--- config.mk ---
export PLATFORM = sky130hd
export DESIGN_NAME = exe_alu_stage
export DESIGN_NICKNAME = d
export VERILOG_FILES = /design/src/rtl/exe_alu_stage.sv
export SDC_FILE = /design/constraint.sdc
export NUM_CORES = 1
export LEC_CHECK = 0
export ABC_AREA = 1
export CAP_MARGIN = 0
export CORE_UTILIZATION = 55
export DETAILED_ROUTE_END_ITERATION = 7
export GPL_ROUTABILITY_DRIVEN = 1
export PLACE_DENSITY = 0.83
export SLEW_MARGIN = 20
export SYNTH_ARGS = -nofsm -noshare
export SYNTH_HDL_FRONTEND = slang
export SYNTH_SLANG_ARGS = --single-unit
export TNS_END_PERCENT = 5
--- constraint.sdc ---
create_clock -name clk -period 3.55 [get_ports clk]
set_input_delay 0.71 -clock clk [delete_from_list [all_inputs] [get_ports clk]]
set_output_delay 0.71 -clock clk [all_outputs]
set_load 0.01 [all_outputs]
--- src/rtl/exe_alu_stage.sv ---
// ---------------------------------------------------------------------------
// exe_alu_stage
//
// Execute stage of an ARM-style 5-stage pipeline. Combines the Rn operand
// (Val1) with the output of the Val2 generator under a 4-bit EXE_CMD opcode,
// derives the NZCV flags, keeps the architectural status register (SR), and
// registers the result plus passthrough control into the EXE/MEM register.
//
// Ports:
//   clk, rst_n          pipeline clock (rising edge), async active-low reset
//   freeze              hazard stall, every register holds
//   flush               branch flush, a bubble is inserted
//   valid_in            an instruction is present at the input
//   Val1, Val2          ALU operands (Rn and generated Val2)
//   Val_Rm_in           store data, passed through
//   EXE_CMD, S          ALU opcode and "update SR" request
//   WB_EN_in, MEM_R_EN_in, MEM_W_EN_in, Dest_in   passthrough control
//   ALU_Res, Val_Rm_out, Dest_out, WB_EN, MEM_R_EN, MEM_W_EN, valid_out
//                       registered EXE/MEM outputs
//   SR                  registered status {N,Z,C,V}
//   C_in                combinational copy of the current SR carry
//   exe_count           (EXE_PERF_CNT_EN only) count of valid loads
//
// Optional feature macro: EXE_PERF_CNT_EN adds the 32-bit exe_count output,
// which counts edges where the pipeline loads with valid_in=1.
// ---------------------------------------------------------------------------
module exe_alu_stage #(
  parameter int DATA_W     = 32,
  parameter int REG_ADDR_W = 4
) (
  input  logic                  clk,
  input  logic                  rst_n,
  input  logic                  freeze,
  input  logic                  flush,
  input  logic                  valid_in,
  input  logic [DATA_W-1:0]     Val1,
  input  logic [DATA_W-1:0]     Val2,
  input  logic [DATA_W-1:0]     Val_Rm_in,
  input  logic [3:0]            EXE_CMD,
  input  logic                  S,
  input  logic                  WB_EN_in,
  input  logic                  MEM_R_EN_in,
  input  logic                  MEM_W_EN_in,
  input  logic [REG_ADDR_W-1:0] Dest_in,
  output logic [DATA_W-1:0]     ALU_Res,
  output logic [DATA_W-1:0]     Val_Rm_out,
  output logic [REG_ADDR_W-1:0] Dest_out,
  output logic                  WB_EN,
  output logic                  MEM_R_EN,
  output logic                  MEM_W_EN,
  output logic                  valid_out,
  output logic [3:0]            SR,
`ifdef EXE_PERF_CNT_EN
  output logic [31:0]           exe_count,
`endif
  output logic                  C_in
);

  localparam logic [3:0] CMD_MOV = 4'b0001;
  localparam logic [3:0] CMD_MVN = 4'b1001;
  localparam logic [3:0] CMD_ADD = 4'b0010;
  localparam logic [3:0] CMD_ADC = 4'b0011;
  localparam logic [3:0] CMD_SUB = 4'b0100;
  localparam logic [3:0] CMD_SBC = 4'b0101;
  localparam logic [3:0] CMD_AND = 4'b0110;
  localparam logic [3:0] CMD_ORR = 4'b0111;
  localparam logic [3:0] CMD_EOR = 4'b1000;

  localparam int MSB = DATA_W - 1;

  logic [DATA_W:0]   add_ext;
  logic [DATA_W:0]   sub_ext;
  logic              add_cin;
  logic              sub_bin;
  logic [DATA_W-1:0] alu_res;
  logic              flag_n;
  logic              flag_z;
  logic              flag_c;
  logic              flag_v;
  logic              load;

  assign C_in = SR[1];

  // ADC adds the current carry; SBC subtracts the inverted carry (ARM
  // "not borrow" convention). Both adders are evaluated at DATA_W+1 bits so
  // the top bit yields carry/borrow directly.
  assign add_cin = (EXE_CMD == CMD_ADC) ? SR[1] : 1'b0;
  assign sub_bin = (EXE_CMD == CMD_SBC) ? ~SR[1] : 1'b0;

  assign add_ext = {1'b0, Val1} + {1'b0, Val2} + {{DATA_W{1'b0}}, add_cin};
  assign sub_ext = {1'b0, Val1} - {1'b0, Val2} - {{DATA_W{1'b0}}, sub_bin};

  // Result selection. Logic ops, moves and unknown codes leave C and V at
  // their current SR values; only arithmetic recomputes them.
  always_comb begin
    alu_res = '0;
    flag_c  = SR[1];
    flag_v  = SR[0];
    unique case (EXE_CMD)
      CMD_MOV: alu_res = Val2;
      CMD_MVN: alu_res = ~Val2;
      CMD_ADD, CMD_ADC: begin
        alu_res = add_ext[DATA_W-1:0];
        flag_c  = add_ext[DATA_W];
        flag_v  = (Val1[MSB] == Val2[MSB]) && (add_ext[MSB] != Val1[MSB]);
      end
      CMD_SUB, CMD_SBC: begin
        alu_res = sub_ext[DATA_W-1:0];
        flag_c  = ~sub_ext[DATA_W];
        flag_v  = (Val1[MSB] != Val2[MSB]) && (sub_ext[MSB] != Val1[MSB]);
      end
      CMD_AND: alu_res = Val1 & Val2;
      CMD_ORR: alu_res = Val1 | Val2;
      CMD_EOR: alu_res = Val1 ^ Val2;
      default: alu_res = '0;
    endcase
  end

  assign flag_n = alu_res[MSB];
  assign flag_z = (alu_res == '0);

  // A normal load happens only when neither flush nor freeze is active.
  assign load = ~flush & ~freeze;

  // EXE/MEM pipeline register. Flush beats freeze: a bubble clears the
  // control bits and zeroes the data fields. Control only propagates for a
  // valid instruction so an empty slot can never write back or touch memory.
  always_ff @(posedge clk or negedge rst_n) begin
    if (!rst_n) begin
      ALU_Res    <= '0;
      Val_Rm_out <= '0;
      Dest_out   <= '0;
      WB_EN      <= 1'b0;
      MEM_R_EN   <= 1'b0;
      MEM_W_EN   <= 1'b0;
      valid_out  <= 1'b0;
    end else if (flush) begin
      ALU_Res    <= '0;
      Val_Rm_out <= '0;
      Dest_out   <= '0;
      WB_EN      <= 1'b0;
      MEM_R_EN   <= 1'b0;
      MEM_W_EN   <= 1'b0;
      valid_out  <= 1'b0;
    end else if (!freeze) begin
      ALU_Res    <= alu_res;
      Val_Rm_out <= Val_Rm_in;
      Dest_out   <= Dest_in;
      WB_EN      <= valid_in & WB_EN_in;
      MEM_R_EN   <= valid_in & MEM_R_EN_in;
      MEM_W_EN   <= valid_in & MEM_W_EN_in;
      valid_out  <= valid_in;
    end
  end

  // Status register: only a valid S-instruction on a loading edge updates
  // it, so the next instruction (e.g. a back-to-back ADC) sees these flags.
  always_ff @(posedge clk or negedge rst_n) begin
    if (!rst_n) begin
      SR <= 4'b0000;
    end else if (load && valid_in && S) begin
      SR <= {flag_n, flag_z, flag_c, flag_v};
    end
  end

`ifdef EXE_PERF_CNT_EN
  // Counts instructions that actually entered EXE/MEM; wraps naturally.
  always_ff @(posedge clk or negedge rst_n) begin
    if (!rst_n) begin
      exe_count <= 32'd0;
    end else if (load && valid_in) begin
      exe_count <= exe_count + 32'd1;
    end
  end
`endif

endmodule
==> results.py, run 1 <==
metrics = {
    "outcome": {
        "status": "stopped before the end",
        "haltStage": "5_1_grt",
        "error": "[ERROR GRT-0232] Routing congestion too high. Check the congestion heatmap in the GUI.",
    },
    "yosys": {
        "yosysSeqAreaShare_pct": 17.9,
        "netlist.area_leader.share_pct": 22.6,
        "syn_nets": 2107,
        "yosysWarningCount": 0,
        "synth_seq_cells": 76,
        "synth_area_leaders": "nand2_1 (23%), dfrtp_1 (18%), ha_1 (15%)",
        "syn_area_per_cell_sq_um": 5.72,
        "yosysTopAreaCell": "nand2_1",
        "yosysUniqueCellTypes": 38,
        "netlist_area_sq_um": 10700,
        "netlist_instances": 1864,
    },
    "sta": {
        "grt-worst-endpoint": "SR[2]$_DFFE_PN0P_/D",
        "endpoint_type": "sequential cell input",
    },
    "clock_network": {
        "htreeDepth": 3,
        "cts_buffer_depth": 2,
        "cts_buffers": 9,
        "clkSinkCount": 76,
        "root_buffer": "clkbuf_16",
    },
    "global_routing": {
        "grtUsageTotal_pct": 56.5,
        "gr-total-overflow": 10,
        "grt_max_degree": 77,
    },
    "die": {
        "start_util_pct": 56.6,
        "die_w_microns": 141,
        "rows": 50,
        "fp.dieH_microns": 141,
        "ios": 190,
    },
    "placement": {
        "dpl-instance-area_sq_um": 14700,
        "portBuffers": 189,
        "gp_congestion": 1.12,
        "hpwlAfterDp_microns": 37000,
    },
}
[through the flow]
| stage | instances | TNS [ns] | setup WS, ns |
|---|---|---|---|
| 2_1_floorplan | 1864 | 0 | 0.0237 |
| 3_3_place_gp | 2539 | -6.45 | -0.611 |
| 3_5_place_dp | 2539 | -10.48 | -0.863 |
| 4_1_cts | 2569 | 0 | 0.0108 |
[Yosys cell counts (all sizes together)]
cell type,count
xor2,1
clkbuf,20
nand3b,14
dfrtp,76
buf,21
inv,364
or2,4
o21ai,29
a21oi,48
nand3,217
o22ai,49
nor3,18
nand4,22
a31o,1
nor2,163
ha,126
fa,4
and3,1
o211ai,2
nor4,1
o21bai,5
nand2,653
and2,2
a211oi,16
a31oi,2
a21boi,1
xnor2,2
o221ai,2
[kinds of logic after synthesis]
logic type | after synthesis | synth area share (%)
AOI/OAI and AO/OA | 155 | 8.55
xor gates and xnor gates | 3 | 0.247
and+or+nand+nor | 1095 | 43.1
buffers and inverters | 405 | 14.8
DFF | 76 | 17.9
adders and majority gates | 130 | 15.5
[metal layers]
layer | global-route usage [%] | overflow
met5 | 6.27 | 0
met4 | 50.8 | 6
met3 | 28.9 | 0
met2 | 80.7 | 4
met1 | 60.5 | 0
[what timing repair did]
item,CTS
buffers inserted,14
hold buffers,0
gates resized for setup,53
setup endpoints to repair,18
cloned,0
pin swaps,19
==> inputs of run 2 (changes only) <==
--- a/config.mk
+++ b/config.mk
@@ -7,10 +7,10 @@
 export LEC_CHECK = 0
 export ABC_AREA = 1
 export CAP_MARGIN = 0
-export CORE_UTILIZATION = 55
+export CORE_UTILIZATION = 40
 export DETAILED_ROUTE_END_ITERATION = 7
 export GPL_ROUTABILITY_DRIVEN = 1
-export PLACE_DENSITY = 0.83
+export PLACE_DENSITY_LB_ADDON = 0.15
 export SLEW_MARGIN = 20
 export SYNTH_ARGS = -nofsm -noshare
 export SYNTH_HDL_FRONTEND = slang
==> run 2 against run 1 <==
  * The flow now finishes without violations
  * Synthesized cell count is the same
  * Area after synthesis unchanged
==> results.py, run 2 <==
metrics = {
    "yosys": {
        "yosysTopAreaCell": "nand2_1",
        "synth_area_leaders": "nand2_1 (23%), dfrtp_1 (18%), ha_1 (15%)",
        "synth_seq_cells": 76,
        "yosysUniqueCellTypes": 38,
        "yosys-top-cells-count": "nand2_1 (642), inv_1 (360), nand3_1 (215)",
        "synthArstFlopShare_pct": 100,
        "netlist.area_leader.share_pct": 22.6,
        "netlist_area_sq_um": 10700,
        "synth-edff-count": 0,
        "yosysSeqAreaShare_pct": 17.9,
        "syn_area_per_cell_sq_um": 5.72,
        "yosysMostFrequentCell": "nand2_1",
        "synth_ff_type": "dfrtp_1",
        "netlist_instances": 1864,
        "yosysWarningCount": 0,
        "syn_nets": 2107,
    },
    "drt": {
        "ant_nets": 0,
        "dr.max_layer_used": "met4",
        "drt-total-wl_microns": 46300,
        "drt_iter0_markers": 1155,
        "m1WireLength_microns": 19800,
        "vias": 13400,
        "post-route-drc-count": 0,
        "route.met3.wl_microns": 2560,
        "detail_route.wl_per_cell_microns": 17.2,
        "viasPerCell": 5.00,
        "wl_met2_microns": 21700,
        "drt_pass1_iterations": 5,
    },
    "critical_path": {
        "crit_type": "in2reg",
        "max_stage_delay_ns": 0.55,
        "crit_fanout": 8,
        "worstSetupStartpointType": "input port",
        "crit_chain": "clkdlybuf4s50_1 -> inv_1 -> ha_1 -> inv_2 -> nand2_1 -> nand3_1 -> nand2_2 -> nand2_1 -> nand2_2 -> buf_4 -> o21ai_0 -> a21oi_1 -> nor2_1 -> buf_4 -> nand2_1 -> nor2_1 -> nand3_1 -> nor2_1 -> nand2_1 -> nand2_1",
        "slowest_stage": "clkdlybuf4s50_1",
        "cp_common_cell": "nand2_1",
        "cp.required_ns": 3.77,
        "critPathArrivalTime_ns": 3.68,
        "cp-end-kind": "register",
    },
    "finish": {
        "top_regs": "ALU_Res x32, Val_Rm_out x32",
        "mostFrequentLayoutCells": "nand2_1 (628), inv_1 (355), buf_4 (314)",
        "final_common_cell": "nand2_1",
        "nFillCells": 2666,
        "drive_gt1_share_pct": 18.3,
        "final_area_sq_um": 15800,
        "fin_nets": 2584,
        "seq_area_sq_um": 1900,
        "multi_input_area_sq_um": 7480,
        "syn_to_final_growth_pct": 48.5,
    },
    "sta": {
        "worst_slew_pin_slew_ns": 0.964,
        "setup_viol": 0,
        "finalHoldViolations": 0,
        "timing.fmax_mhz": 289,
        "slew_headroom_pct": 35.7,
        "post-route-min-period_ns": 3.46,
        "rsz0062_at_grt": "yes",
        "finClkSkew_ns": 0.00815,
        "maxSlewViolCount": 0,
        "fin_ws_ns": 0.0937,
        "fin_crit_sh_pct": 97.4,
    },
    "power": {
        "power.density_nw_per_um2": 279,
        "power_leakage_nw": 9.00,
        "sw_frac_of_total_pct": 40.4,
        "p_switching_mw": 1.78,
        "intPower_mw": 2.63,
        "vdd_drop_max_mv": 0.262,
        "p_clk_share_pct": 23.2,
        "pwr-share-seq_pct": 21.9,
        "p_comb_share_pct": 54.9,
    },
    "clock_network": {
        "worst_skew_pair.late_latency_ns": 0.34,
        "clk_pin_slew_ns": 0.07,
        "htreeDepth": 3,
        "cts_hold_repair.buffers": 0,
        "cts_buffers": 9,
        "root_buffer": "clkbuf_16",
        "cts_tree": "done",
        "clkSinkCount": 76,
        "cts_buffer_depth": 2,
    },
    "global_routing": {
        "antenna_found_initial": 1,
        "grtUsageTotal_pct": 33.7,
        "grt_pass1_wl_microns": 69100,
        "grt_max_degree": 77,
        "first_global_vias": 12500,
        "gr-total-overflow": 0,
    },
    "placement": {
        "dpl_worst_slack_ns": -0.745,
        "portBuffers": 189,
        "dpl-instance-area_sq_um": 15200,
        "hpwlAfterDp_microns": 38300,
        "gp_congestion": 1.00,
    },
    "die": {
        "die-area_sq_um": 27300,
        "start_util_pct": 40.9,
        "rows": 59,
        "fp.dieH_microns": 165,
        "ios": 190,
        "die_w_microns": 165,
        "core_sq_um": 26100,
    },
    "outcome": {
        "status": "complete, no violations",
    },
    "flow_run": {
        "drv_cap": 0,
    },
    "worst_hold_path": {
        "hp-class": "reg2reg",
    },
}
## run 2: cell counts after synthesis
Identical to the previous run, type by type.
## run 2: what timing repair did
action / CTS / global route
endpoints found under the setup margin: 11 / 15
buffers inserted: 5 / 3
pin swaps: 14 / 27
gates resized for setup: 23 / 74
## run 2: kinds of logic (layout without fill, tap and decap cells)
kind of cell / after synthesis / count (layout) / share of synthesized area [%]
xor gates and xnor gates: 3 / 3 / 0.247
adders and majority gates: 130 / 130 / 15.5
other: 0 / 2 / 0
and+or+nand+nor: 1095 / 1095 / 43.1
DFF: 76 / 76 / 17.9
buffers and inverters: 405 / 887 / 14.8
AOI/OAI and AO/OA: 155 / 155 / 8.55
## run 2: final timing paths
kind	start	end	slack [ns]	depth (start not counted)
worst max register to register	SR[1]	SR[2]	0.18	25
worst min-delay path	Val_Rm_out[20]	Val_Rm_out[20]	0.51	2
worst min register to register	Val_Rm_out[20]	Val_Rm_out[20]	0.51	2
worst max-delay path	Val2[2]	SR[2]	0.09	20
min in group asynchronous	rst_n	Val_Rm_out[20]	0.52	1
max in group asynchronous	rst_n	SR[1]	2.34	1
## run 2: power by group through the flow
stage               registers [mW]  logic, mW  clock network (mW)
floorplan                     1.00       1.09                   0
global placement             0.978       2.29                   0
detailed placement           0.978       2.30                   0
CTS                          0.964       2.33                1.04
global route                 0.972       2.65                1.08
finish                       0.966       2.42                1.03
## run 2: worst max-delay path, delay by kind of cell
kind                       cells  cell delay [ns]
adders and majority gates      1             0.48
buffers and inverters          5             1.04
AOI/OAI and AO/OA              2             0.36
and+or+nand+nor               12             1.09
## run 2: cell type report
type	instances	share of cell area [%]
Antenna cell	2	0.0316
Clock buffer	9	1.42
Clock inverter	7	0.664
Inverter	364	8.65
Multi-Input combinational cell	1383	47.2
Sequential cell	76	12.0
Tap cell	335	2.65
Timing Repair Buffer	507	27.3
## run 2: per-stage QoR
step / util [%] / hold slack [ns] / std cells / setup TNS, ns / total power, mW
after floorplan: - / 0.414 / 1864 / 0 / 2.09
after global placement: 58.2 / 0.491 / 2657 / -7.92 / 3.26
after detailed placement: 58.2 / 0.494 / 2657 / -9.25 / 3.28
after CTS: 59.7 / 0.515 / 2678 / -0.0385 / 4.33
after global routing: 60.7 / 0.527 / 2682 / -0.0382 / 4.70
final: 60.7 / 0.510 / 2683 / 0 / 4.41
## run 2: per-layer routing
layer,vias up,global-route usage [%]
met2,424,56.7
li1,6809,-
met3,96,4.62
met1,6086,42.2
met5,-,0
met4,0,15.8
(Power assumes the default switching activity.)
